$ cat src/rtl/agc_io_register_file.sv
// AGC I/O channel register file: channel 0 reads zero, channels 1-7 are live
// external inputs, and channels 8-31 are core-writable storage.
module agc_io_register_file #(
    parameter int DATA_W = 15,
    parameter int SEL_W  = 5
) (
    input  logic              clock,
    input  logic              reset,
    input  logic [SEL_W-1:0]  sel_read,
    output logic [DATA_W-1:0] data_read,
    input  logic              en_write,
    input  logic [SEL_W-1:0]  sel_write,
    input  logic [DATA_W-1:0] data_write,
    input  logic [DATA_W-1:0] data_DSKY_VERB,
    input  logic [DATA_W-1:0] data_DSKY_NOUN,
    input  logic [DATA_W-1:0] data_AXI_G,
    input  logic [DATA_W-1:0] data_AXI_M,
    input  logic [DATA_W-1:0] data_AXI_RA,
    input  logic [DATA_W-1:0] data_AXI_RB,
    input  logic [DATA_W-1:0] data_AXI_ATX,
    output logic [DATA_W-1:0] dsky_display,
    output logic [DATA_W-1:0] axi_command,
    output logic              write_strobe
);

    localparam int              NUM_CH    = 1 << SEL_W;
    localparam logic [SEL_W-1:0] FIRST_REG = SEL_W'(8);

    logic [DATA_W-1:0] regs [8:NUM_CH-1];
    logic              write_ok;

    // Only channels 8 and up hold storage; writes below that are dropped.
    assign write_ok = en_write && (sel_write >= FIRST_REG);

    always_ff @(posedge clock) begin
        if (reset) begin
            for (int i = 8; i < NUM_CH; i++) begin
                regs[i] <= '0;
            end
            write_strobe <= 1'b0;
        end else begin
            if (write_ok) begin
                regs[sel_write] <= data_write;
            end
            write_strobe <= write_ok;
        end
    end

    always_comb begin
        data_read = '0;
        case (sel_read)
            SEL_W'(0): data_read = '0;
            SEL_W'(1): data_read = data_DSKY_VERB;
            SEL_W'(2): data_read = data_DSKY_NOUN;
            SEL_W'(3): data_read = data_AXI_G;
            SEL_W'(4): data_read = data_AXI_M;
            SEL_W'(5): data_read = data_AXI_RA;
            SEL_W'(6): data_read = data_AXI_RB;
            SEL_W'(7): data_read = data_AXI_ATX;
            default:   data_read = regs[sel_read];
        endcase
    end

    assign dsky_display = regs[8];
    assign axi_command  = regs[9];

endmodule

$ cat config.mk
export PLATFORM = sky130hd
export DESIGN_NAME = agc_io_register_file
export DESIGN_NICKNAME = d
export VERILOG_FILES = /design/src/rtl/agc_io_register_file.sv
export SDC_FILE = /design/constraint.sdc
export NUM_CORES = 1
export LEC_CHECK = 0
export ABC_CLOCK_PERIOD_IN_PS = 3300
export BUFFER_PORTS_ARGS = -buffer_cell sky130_fd_sc_hd__buf_2
export CORE_UTILIZATION = 51
export CTS_CLUSTER_DIAMETER = 200
export DETAILED_ROUTE_END_ITERATION = 16
export PLACE_DENSITY_LB_ADDON = 0.12
export SYNTH_ARGS = -nofsm -noshare
export SYNTH_HDL_FRONTEND = slang
export SYNTH_SLANG_ARGS = --single-unit
export TNS_END_PERCENT = 50
$ cat constraint.sdc
create_clock -name clock -period 3.3 [get_ports clock]
set_input_delay 0.66 -clock clock [delete_from_list [all_inputs] [get_ports clock]]
set_output_delay 0.66 -clock clock [all_outputs]
set_load 0.03 [all_outputs]
# After elaboration in Yosys (flattened, before gate mapping)
# Memory sizes are Yosys's and may differ from the RTL's.
# Index checks and enable logic that the tools add are counted.
[classes]
order_cmp = 1
n_eq_ne = 7
mux = 9
reduce_logical = 3
[op_table]
columns = ["op", "count"]
rows = [
  ["one-hot mux 15 bit (8 select lines)", 1],
  ["== test 5 x 3 -> 1 bit, second input constant", 4],
  ["2-to-1 mux 15 bit", 1],
  ["OR reduction 15 bit", 1],
  ["== test 5 x 2 -> 1 bit, second input constant", 2],
  ["2-to-1 mux 1 bit", 6],
  ["== test 5 x 1 -> 1 bit, second input constant", 1],
  [">= comparator 5 x 4 -> 1 bit, second input constant", 1],
  ["logical NOT 5 bit", 1],
  ["2-to-1 mux 5 bit", 1],
  ["logical AND 1 bit", 1],
]
[totals]
reg_bits = 1
ram_bits = 360
word_cells = 22
memories = 1
[memory_table]
columns = ["memory", "words", "word_bits", "rd", "rd_ports_with_merged_regs", "wr", "line", "text"]
rows = [
  ["regs", 24, 15, 3, 0, 24, "29", "logic [DATA_W-1:0] regs [8:NUM_CH-1];"],
]

# Logic depth before layout (Yosys ltp)
[depth]
word_depth = 7
ltp_mapped = 9
ltp_nobuf = 4

# Worst setup path before layout
# OpenSTA, ideal clock, no wires.
[synth_path]
path_type = "in2out"
startpoint = "in sel_read[0]"
endpoint = "out data_read[0]"
arrival_ps = 2212
t_required_ps = 2640
path_slack_ps = 428
stages = 5
path_buffers = 2
path_cell_list = "buf_4 buf_2 mux4_2 a221oi_1 nand4_1"
[synth_between]
elab_chain_len = 2
word_cells_on_any_way = 10
[synth_rtl]
columns = ["item", "line", "text"]
rows = [
  ["start, declared", "9", "input logic [SEL_W-1:0] sel_read,"],
  ["memory (24 x 15 bit) (tied with other cells)", "n/a", ""],
  ["one-hot mux 15 bit (8 select lines) *", "51", "case (sel_read)"],
  ["end, declared", "10", "output logic [DATA_W-1:0] data_read,"],
]
# Mark *: on every way between the ends. The rest lies on a longest branch, timed or not.

# Worst setup path in the final report
[layout_path]
startpoint = "in sel_read[0]"
endpoint = "out data_read[11]"
# The elaborated chain is that of the path after synthesis.

==> Flow_metrics.wiki <==
{| class="wikitable"
! Metric !! Value
|-
| Max_slew headroom || 51.8%
|-
| Global-route wire length before repair || 77,600 um
|-
| Worst hold path depth || 3
|-
| Initial antenna violation count || 4
|-
| Placed instance count || 1,954
|-
| Min-Delay Startpoint || sel_write[4]
|-
| Design internal power || 0.00830 W
|-
| Final-layout setup total negative slack || 0 ps
|-
| Io pins || 179
|-
| Arr. time, crit path || 2590 ps
|-
| Final wirelength || 52,900 um
|-
| Peak supply drop || 0.393 mV
|-
| End of the worst hold path || write_strobe$_SDFF_PP0_
|-
| Synth async-reset ratio || 0%
|-
| Setup slack after layout || 54.0 ps
|-
| Die height || 189 um
|-
| RSZ-0062 raised after global routing || no
|-
| Number of buffers between clock root and the deepest sink || 3
|-
| Combinational share of power || 10.7%
|-
| Share of total power in the clock network || 40.3%
|-
| Shortest clock period the worst path allows after layout || 3250 ps
|-
| Startpoint-to-endpoint class of the critical path || primary input to output port
|-
| Crit share post-route || 98.4%
|-
| Drt drc || 0
|-
| Areal power density over the cells || 519 mW/mm^2
|-
| CTS Root Cell || clkbuf_16
|-
| Main synth FF type || edfxtp_1
|-
| Detailed-route vias per instance || 5.90
|-
| # Post-CTS Setup Buffers || 0
|-
| Final setup fails || 0
|-
| Path class of the lowest-slack min-delay path || primary input to flop
|-
| Final hold violation count || 0
|-
| Post-synthesis instance area || 0.0178 mm^2
|-
| Number of synthesized flops with an enable pin || 360
|-
| Critical path required time || 2640 ps
|-
| Number of placement rows || 68
|-
| Total Nets Final || 1,674
|-
| Average instance area after synthesis || 13.5 um^2
|-
| Initial Util || 51.8%
|-
| Overall fraction of global-route tracks in use || 30.0%
|-
| Endpoint type of the worst setup path || output port
|-
| Least-Margin Pin Slew || 722 ps
|-
| Count of nets left with antenna violations after detail routing || 0
|-
| Syn. warnings || 0
|-
| Critical path fanouts, max || 29
|-
| Clock sink total || 361
|-
| Area added between synthesis and finish || 18.0%
|-
| Via count || 12,000
|-
| Clock tree from TritonCTS || done
|-
| Count of TritonRoute iterations in the first routing pass || 5
|-
| Startpoint type of the worst setup path || primary input
|-
| Outcome || complete, no violations
|-
| Total congestion overflow || 0
|-
| Register share of total power || 49.0%
|-
| Hold buffer count at CTS || 0
|-
| Count of max-cap constraint violations || 0
|-
| X dimension of the die || 189 um
|-
| Sequential fraction of the synthesis area || 60.7%
|-
| Die footprint || 0.0357 mm^2
|-
| Leakage component of the power || 7.87 nW
|-
| Share of cells above drive strength 1 || 29.2%
|-
| Final Max Tran Viols || 0
|-
| Flop and latch count out of synthesis || 361
|-
| Post-detailed-placement half-perimeter wirelength || 36,000 um
|-
| Fraction of power spent switching nets || 24.0%
|-
| CTS Buf Count || 40
|-
| Number of H-tree levels || 2
|-
| Vias in the first global route || 12,100
|-
| CTS clk-pin slew, worst paths || 60 ps
|-
| Final Wtd Congestion || 0.920
|-
| Largest net degree at the start of global routing || 32
|-
| Routed wire per std cell || 26.1 um
|-
| Worst Setup SP || sel_read[0]
|-
| Maximum clock frequency || 308 MHz
|-
| Net count of the mapped netlist || 1,456
|-
| Count of routing violations after the opening detailed-route iteration || 1,215
|-
| Port Buffer Count || 178
|-
| Std-Cell Core Area || 0.0345 mm^2
|-
| Placement-stage worst setup slack || -121 ps
|-
| Cell count after synthesis || 1,323
|-
| Unique cell type count in the Yosys netlist || 55
|-
| Power spent charging and discharging nets || 0.00263 W
|-
| Number of standard cells in the layout, taps in and fillers out || 2,030
|}
[metrics by stage]
stage / area, um^2 / total power [W] / hold WS, ps / utilization, %
3_3_place_gp: 19700 / 0.00659 / 912 / 57.2
3_5_place_dp: 19700 / 0.00661 / 920 / 57.2
4_1_cts: 21000 / 0.0110 / 366 / 61.0
6_report: 21100 / 0.0109 / 371 / 61.1
5_1_grt: 21000 / 0.0112 / 413 / 61.1
2_1_floorplan: 17800 / 0.00608 / 781 / -
[cell families (layout without fill, tap and decap cells)]
kind of cell / count (synthesis) / in the layout / synth area share (%)
and+or+nand+nor: 530 / 530 / 18.6
AOI/OAI and AO/OA: 165 / 165 / 6.89
other: 0 / 2 / 0
DFF: 361 / 361 / 60.7
muxes: 147 / 147 / 10.6
buffers and inverters: 120 / 370 / 3.18
[power by group through the flow]
| stage | Clock (W) | Combinational [W] | Sequential [W] |
|---|---|---|---|
| floorplan | 0 | 0.000613 | 0.00546 |
| global placement | 0 | 0.00115 | 0.00544 |
| detailed placement | 0 | 0.00115 | 0.00545 |
| CTS | 0.00444 | 0.00116 | 0.00536 |
| global route | 0.00461 | 0.00123 | 0.00538 |
| finish | 0.00441 | 0.00117 | 0.00536 |
[cells in the mapped netlist, types with 3 or more instances]
master,instances,share of area (%)
and2_1,362,13
edfxtp_1,360,61
mux2i_1,82,4.6
clkbuf_1,69,1.5
o22ai_1,43,1.5
mux2_2,35,2.2
mux4_2,30,3.8
nor2_1,29,0.61
buf_2,28,0.79
or2_2,26,0.91
nand3b_1,23,0.97
a21oi_1,21,0.59
nand4_1,16,0.56
o221ai_1,16,0.79
o2bb2ai_1,16,0.79
buf_4,14,0.59
a22oi_1,13,0.55
nand3_1,13,0.36
a211oi_1,12,0.50
nand2b_1,11,0.39
nor3b_1,11,0.46
a221oi_1,8,0.39
o221a_2,7,0.44
nand2_1,6,0.13
nor2_4,6,0.38
o21ai_0,6,0.17
a22o_1,5,0.25
nor2b_1,5,0.18
a211o_1,4,0.20
buf_6,4,0.25
o32ai_1,4,0.20
and3_1,3,0.11
inv_1,3,0.063
nand4b_1,3,0.15
or3b_1,3,0.15
[critical path, cell delays in order]
cell,delay (ps)
buf_4,210
buf_12,250
mux4_2,520
nor2_1,100
a21oi_1,70
or4_1,520
buf_2,230
[metal layers]
metal / global-route usage, % / up-vias / part of all wire [%]
met5: 0 / - / 0
met3: 6.54 / 88 / 9.1
met4: 9.55 / 0 / 2.9
li1: - / 5387 / -
met1: 39.9 / 5972 / 40
met2: 49.2 / 525 / 48
[placed cells by master (no fill, tap or decap), types with 5 or more instances in the layout]
cell / Yosys / routed
edfxtp_1: 360 / 360
clkinv_1: 1 / 10
nor3b_1: 11 / 10
nor2_4: 6 / 6
nand2_1: 6 / 6
nand3b_1: 23 / 23
or2_2: 26 / 26
nor2_1: 29 / 29
and2_1: 362 / 362
nand3_1: 13 / 13
clkbuf_16: 0 / 43
buf_12: 0 / 7
mux2_2: 35 / 35
o221a_2: 7 / 7
a21oi_1: 21 / 21
mux4_2: 30 / 30
o22ai_1: 43 / 43
a22o_1: 5 / 5
buf_2: 28 / 175
nand4_1: 16 / 16
nand2b_1: 11 / 11
o21ai_0: 6 / 6
o2bb2ai_1: 16 / 16
a221oi_1: 8 / 7
o221ai_1: 16 / 16
buf_4: 14 / 106
mux2i_1: 82 / 82
nor2b_1: 5 / 5
a211oi_1: 12 / 11
clkbuf_1: 69 / 12
a22oi_1: 13 / 12
[timing repair]
action	CTS	global route
endpoints found under the setup margin	2	4
gates resized for setup	3	6
hold endpoints to repair	0	0
[area by class of cell]
| class | count | area, um^2 |
|---|---|---|
| antenna | 2 | 5.00 |
| clock buffer | 55 | 1110 |
| clock inverter | 19 | 179 |
| fill | 2687 | 13400 |
| inverter | 4 | 15.0 |
| multi-input combinational | 842 | 6470 |
| sequential | 361 | 10800 |
| tap | 455 | 569 |
| timing repair buffer | 292 | 1870 |
[sequential cells by signal, indices dropped and copies added, names as in the netlist]
register and flops:
write_strobe 1, regs 360
[worst max path at each step]
| stage | end | slack, ps |
|---|---|---|
| global placement | data_read[5] | -110 |
| CTS | data_read[5] | 60 |
| floorplan | data_read[0] | 430 |
| finish | data_read[11] | 50 |
| detailed placement | data_read[5] | -120 |
| global route | data_read[11] | 10 |
Power figures use the tool's default switching activity.
